===== src/rtl/pipe_sorter_pkg.sv =====
// Shared types and helpers for the streaming frame sorter.
//   DATA_W  : sample width (unsigned compare)
//   N       : frame length, even and >= 2; also the number of sort layers
//   data_t  : one sample
//   frame_t : one frame, element 0 in the least significant slot
//   cmp_swap: returns {lo, hi} of two samples
package pipe_sorter_pkg;
  localparam int DATA_W = 8;
  localparam int N      = 8;
  localparam int CNT_W  = $clog2(N);

  typedef logic [DATA_W-1:0] data_t;
  typedef data_t [N-1:0]     frame_t;

  typedef struct packed {
    data_t lo;
    data_t hi;
  } pair_t;

  function automatic pair_t cmp_swap(input data_t a, input data_t b);
    pair_t p;
    if (b < a) begin
      p.lo = b;
      p.hi = a;
    end else begin
      p.lo = a;
      p.hi = b;
    end
    return p;
  endfunction
endpackage


===== src/rtl/pipe_sorter_sort_layer.sv =====
// One combinational layer of an odd-even transposition network.
//   ODD=1 : compare-exchange pairs (0,1),(2,3),...
//   ODD=0 : compare-exchange pairs (1,2),(3,4),...; ends pass through
// Ports:
//   frame_i : input frame
//   frame_o : frame after this layer, min of each pair at the lower index
module sort_layer
  import pipe_sorter_pkg::*;
#(
  parameter bit ODD = 1'b1
) (
  input  frame_t frame_i,
  output frame_t frame_o
);
  localparam int FIRST = ODD ? 0 : 1;

  always_comb begin
    pair_t p;
    p       = '0;
    frame_o = frame_i;
    for (int k = FIRST; k < N-1; k += 2) begin
      p            = cmp_swap(frame_i[k], frame_i[k+1]);
      frame_o[k]   = p.lo;
      frame_o[k+1] = p.hi;
    end
  end
endmodule


===== src/rtl/pipe_sorter.sv =====
// Streaming frame sorter: groups every N consecutive samples into a frame,
// sorts it ascending through N registered odd-even transposition layers and
// re-serializes the sorted frame one sample per clock.
// Ports:
//   clk            : clock, rising edge
//   rst_n          : asynchronous active-low reset
//   data_in        : input sample, taken every edge while out of reset
//   data_out       : sorted sample (holds last value when idle)
//   data_out_valid : data_out carries a sorted-frame sample
module pipe_sorter
  import pipe_sorter_pkg::*;
(
  input  logic              clk,
  input  logic              rst_n,
  input  logic [DATA_W-1:0] data_in,
  output logic [DATA_W-1:0] data_out,
  output logic              data_out_valid
);
  // ---------------- capture ----------------
  logic [CNT_W-1:0] cnt_q;
  data_t [N-2:0]    buf_q;
  logic             launch;
  frame_t           launch_frame;

  // The last element bypasses the buffer and goes straight into layer 1.
  assign launch       = (cnt_q == CNT_W'(N-1));
  assign launch_frame = {data_in, buf_q};

  always_ff @(posedge clk or negedge rst_n) begin
    if (!rst_n) begin
      cnt_q <= '0;
      buf_q <= '0;
    end else begin
      if (launch) cnt_q <= '0;
      else        cnt_q <= cnt_q + 1'b1;
      for (int k = 0; k < N-1; k++)
        if (!launch && cnt_q == CNT_W'(k)) buf_q[k] <= data_in;
    end
  end

  // ---------------- sort pipeline ----------------
  frame_t       lay_in  [1:N];
  frame_t       lay_out [1:N];
  frame_t       stg_q   [1:N];
  logic [N:1]   vld_pipe_q;

  always_comb begin
    lay_in[1] = launch_frame;
    for (int i = 2; i <= N; i++) lay_in[i] = stg_q[i-1];
  end

  for (genvar gi = 1; gi <= N; gi++) begin : g_layer
    sort_layer #(.ODD(gi % 2 == 1)) u_layer (
      .frame_i (lay_in[gi]),
      .frame_o (lay_out[gi])
    );
  end

  always_ff @(posedge clk or negedge rst_n) begin
    if (!rst_n) begin
      for (int i = 1; i <= N; i++) stg_q[i] <= '0;
      vld_pipe_q <= '0;
    end else begin
      for (int i = 1; i <= N; i++) stg_q[i] <= lay_out[i];
      vld_pipe_q <= {vld_pipe_q[N-1:1], launch};
    end
  end

  // ---------------- serializer ----------------
  data_t            out_q, out_d;
  logic             vld_q, vld_d;
  data_t [N-1:1]    sh_q, sh_d;
  logic [CNT_W-1:0] ocnt_q, ocnt_d;

  // A new sorted frame lands exactly as the previous one finishes, so the
  // reload branch wins and the stream stays gap-free.
  always_comb begin
    out_d  = out_q;
    vld_d  = 1'b0;
    sh_d   = sh_q;
    ocnt_d = ocnt_q;
    if (vld_pipe_q[N]) begin
      out_d  = stg_q[N][0];
      sh_d   = stg_q[N][N-1:1];
      ocnt_d = CNT_W'(N-1);
      vld_d  = 1'b1;
    end else if (ocnt_q != '0) begin
      out_d  = sh_q[1];
      for (int k = 1; k < N-1; k++) sh_d[k] = sh_q[k+1];
      ocnt_d = ocnt_q - 1'b1;
      vld_d  = 1'b1;
    end
  end

  always_ff @(posedge clk or negedge rst_n) begin
    if (!rst_n) begin
      out_q  <= '0;
      vld_q  <= 1'b0;
      sh_q   <= '0;
      ocnt_q <= '0;
    end else begin
      out_q  <= out_d;
      vld_q  <= vld_d;
      sh_q   <= sh_d;
      ocnt_q <= ocnt_d;
    end
  end

  assign data_out       = out_q;
  assign data_out_valid = vld_q;
endmodule


===== config.mk =====
export PLATFORM = sky130hd
export DESIGN_NAME = pipe_sorter
export DESIGN_NICKNAME = d
export VERILOG_FILES = /design/src/rtl/pipe_sorter_pkg.sv /design/src/rtl/pipe_sorter_sort_layer.sv /design/src/rtl/pipe_sorter.sv
export SDC_FILE = /design/constraint.sdc
export NUM_CORES = 1
export LEC_CHECK = 0
export BUFFER_PORTS_ARGS = -buffer_cell sky130_fd_sc_hd__buf_2
export CORE_MARGIN = 5
export CORE_UTILIZATION = 50
export DETAILED_ROUTE_END_ITERATION = 8
export PLACE_DENSITY = 0.68
export SYNTH_ARGS = -nofsm -noshare
export SYNTH_HDL_FRONTEND = slang
export SYNTH_SLANG_ARGS = --single-unit

===== constraint.sdc =====
create_clock -name clk -period 2.35 [get_ports clk]
set_clock_uncertainty 0.2 [all_clocks]
set_input_delay 0.235 -clock clk [delete_from_list [all_inputs] [get_ports clk]]
set_output_delay 0.235 -clock clk [all_outputs]
set_load 0.02 [all_outputs]

# == Word-level counts from Yosys, hierarchy flattened ==
# Index checks and enable logic that the tools add are counted.
# W data, S select, Z words.
# totals
register_bits,647
inputBits,10
out_inout_bits,9
# op_classes
n_lt_le_gt_ge,28
eq_ne,7
reduce_logical,11
add_sub_neg,2
n_mux,37
# op_table
op,n
$mux W16,28
$lt A8 B8 Y1,28
$mux W48,2
$mux W8,2
$eq A3 B3 Y1 const B,4
$mux W3,3
$logic_and A1 B1 Y1,7
$eq A3 B2 Y1 const B,2
$add A3 B1 Y3 const B,1
$eq A3 B1 Y1 const B,1
$logic_not A3 Y1,1
$reduce_bool A3 Y1,1
$sub A3 B1 Y3 const B,1
$mux W1,2
$reduce_bool A2 Y1,1
$logic_not A1 Y1,1

# == Depth between registers and ports, before layout ==
# logic_depth
word_depth,3
mapped_depth,7

# == Hierarchy ==
# A second synthesis with hierarchy kept.
# hier_totals
cells_unflattened,2147
hier_area_um2,30753.2
# by_module_without_submodules
mod,cells_each,seq_area_each_um2,area_per_inst_um2,n_inst
pipe_sorter,935,16190.5,18361.4,1
sort_layer at g_layer[1].u_layer ...,164,0.0,1701.6,4
sort_layer at g_layer[2].u_layer ...,139,0.0,1396.3,4

# == Worst setup path before layout ==
# Ideal clock, no wire load.
# synth_timing
path_type,reg2reg
from,register buf_q[33] in the netlist's numbering
to,register lay_in[416] (netlist name)
stages_incl_launch_ff,7
setup_time_ns,0.125
path_slack_ns,0.043
arrival_time_ns,1.983
path_cell_list,dfrtp_1 > inv_1 > ha_1 > a2111o_1 > a211oi_2 > buf_6 > mux2_2
# synth_rtl
element,line,source
start: declaration,pipe_sorter.sv:21,data_t [N-2:0] buf_q;
start signal: indexed assignment,pipe_sorter.sv:37,if (!launch && cnt_q == CNT_W'(k)) buf_q[k] <= data_in;

==> metrics.txt <==
outcome=finished, final reports clean; Antenna diodes=0; final instance area=32,600 um2; Setup crit start=lay_in[169]$_DFF_PN0_; FF-to-FF End=lay_in[116]$_DFF_PN0_; Synth Area in Compound Gates=0.0584; drt drc=0; NumNets Final=2,432; crit-path max FO=16; I/O pins=19; register bit total from synthesis=647; worst path bufs/invs=2; core footprint=56,600 um2; total CTS buffers=67; Root Driver=clkbuf_16; register area=16,200 um2; Yosys top cell by area=dfrtp_1; fin crit share=0.968; worst path cell trace=inv_1, ha_1, a2111o_1, a211oi_2, buf_12, mux2_2; Post-Synth XOR/XNOR Area=0.000305; mux share of post-synthesis cell area=0.215; vias in the first global route=17,300; Setup Fix Bufs, Post-CTS=0; # rows=87; vias=15,800; Fin. Hold Viols=0; Simple-Gate Fraction of Synth Area=0.0272; critical path's top delay family=compound AO/OA/AOI/OAI gates; unrepaired setup endpoints after global routing=no; Netlist Area Pre-Place=28,700 um2; crit path to=lay_in[116]$_DFF_PN0_; top-area cell type share of the netlist area=0.564; share of layout cells above drive strength 1=0.321; Worst Path Arrival=2.53 ns; WL final=52.9 mm; worst hold margin=0.145 ns; initial antenna violation count=0; Slew HR=0.643; RR Startpoint=lay_in[169]$_DFF_PN0_; gr usage total=0.174; sequential area share after synthesis=0.564; DR pass1 iterations=5; Worst Max-Slew Pin Slew=0.535 ns; Clock Latency Late Sink=0.59 ns; DR WL/cell=17.5 um; Period minus WS final=2.28 ns; final setup fails=0; type of the most critical hold path=primary input to async pin; CP required=2.61 ns; peak supply drop=0.000782 V; IO Port Bufs=18; WP depth=6; DR iter-0 viols=687; CTS sink cnt=647; first-pass GRT wire length=89.5 mm; Crit-path slowest cell=a2111o_1; Die Ht=250 um; largest family of logic cells by synthesized area=multiplexers; area of the multi-input gates=11,200 um2; synth-to-layout area growth=13.5%; Ys Warns=0; Crit. End Element=flop; vias per std cell=5.23; Leakage=14.7 nW; Avg Cell Area, Syn=13.6 um2; Placer Congestion=0.809; GRT overflow=0; antenna viol nets, final=0; Reg2Reg Depth=6; HPWL after DPL=37.4 mm; # H-tree levels=3; Setup TNS Final=0 ns; Initial Util=0.507; max-cap viol count=0; chip width=250 um; R2R setup slack=0.07 ns; Placed Area=30,100 um2; number of fill cells=4,478; Post-Synth Adder-Cell Area=0.0890; top cells by area, synth=dfrtp_1, mux2_2, ha_1; type of element launching the critical path=flop; Mapped Nets=2,318; worst stage delay on the critical path=0.40 ns; largest net degree at the start of global routing=75; fmax=439 MHz; critical path type=flop to flop; pwr dens=1460 nW/um2; Yosys cell types=26; clock slew at reported path FFs=0.06 ns; final core utilization=0.575; clk buf depth=3; Synth Instances=2,104; CTS tree=done; Pins Over Slew Limit=0; die area=62,300 um2
## area by class of cell
cell class / count / share of cell area
Sequential cell: 647 / 0.497
Multi-Input combinational cell: 1166 / 0.344
Clock buffer: 101 / 0.0635
Timing Repair Buffer: 105 / 0.0311
Tap cell: 756 / 0.0290
Inverter: 231 / 0.0266
Clock inverter: 20 / 0.00864
## metrics by stage
step,total power [mW],setup slack [ns],cells
floorplan,32.0,0.0425,2104
global placement,35.7,0.118,2895
detailed placement,36.4,0.0863,2895
CTS,47.9,0.0726,3026
global route,50.7,0.000108,3026
finish,47.5,0.0742,3026
## cells by family (layout without fill, tap and decap cells)
kind of cell	Yosys count	after routing
AOI/OAI and AO/OA	241	241
xor gates and xnor gates	1	1
adders and majority gates	204	204
buffers and inverters	291	457
DFF	647	647
muxes	554	554
and+or+nand+nor	166	166
## synth_stat cells
master	n
dfrtp_1	647
mux2i_1	56
clkbuf_1	24
inv_1	231
a21oi_1	29
a2111o_1	28
nor3b_1	1
a211oi_4	1
nand4_1	28
mux2_2	493
nor2_1	31
xnor2_1	1
buf_6	29
nand2b_1	30
a211o_1	1
ha_1	204
buf_1	4
mux2_1	5
a211oi_1	28
nand3b_1	1
buf_2	3
nand2_1	73
o31ai_1	1
o21ai_0	126
nor2b_1	2
a211oi_2	27
## worst min path at each step
stage,startpoint,endpoint,slack (ns)
floorplan,rst_n,buf_q[0]$_DFFE_PN0P_,-0.26
global placement,rst_n,sh_q[4]$_DFFE_PN0P_,-0.02
detailed placement,rst_n,sh_q[4]$_DFFE_PN0P_,-0.02
CTS,rst_n,data_out[1]$_DFFE_PN0P_,0.13
global route,lay_in[390]$_DFF_PN0_,lay_in[326]$_DFF_PN0_,0.15
finish,rst_n,sh_q[4]$_DFFE_PN0P_,0.15
## layer usage
layer / GRT usage / share of wire / vias up
met5: 0 / 0 / -
met2: 0.300 / 0.50 / 181
met4: 0.0563 / 0.031 / 0
met3: 0.0308 / 0.026 / 116
li1: - / - / 7580
met1: 0.225 / 0.44 / 7953
## power breakdown
part	internal [mW]	switching, mW
combinational	9.92	7.41
sequential	15.8	3.37
clock	6.85	4.17
total	32.5	14.9
## what timing repair did
| action | CTS | global route |
|---|---|---|
| gates resized for setup | 0 | 4 |
| setup endpoints to repair | 0 | 21 |
| hold buffers | 10 | 0 |
| hold endpoints to repair | 705 | 0 |
## sequential cells by signal (all words and copies together), names as in the netlist
signal and count:
lay_in 448, vld_pipe_q 8, stg_q 64, data_out 8
sh_q 56, buf_q 56, ocnt_q 3, data_out_valid 1
cnt_q 3
## cell usage in the layout, fill, tap and decap left out, types with 31 or more instances in the layout
cell and instances:
mux2i_1 56, ha_1 204, mux2_2 493, clkbuf_16 71
nand2_1 73, inv_1 231, o21ai_0 126, buf_4 57
nor2_1 31, dfrtp_1 646
## worst register-to-register path: stages (launching register included)
cell and delay, ns:
dfrtp_1 0.38, inv_1 0.06, ha_1 0.29, a2111o_1 0.40, a211oi_2 0.28, buf_12 0.19
mux2_2 0.36
Note: power is estimated with default switching activity, not from simulation.
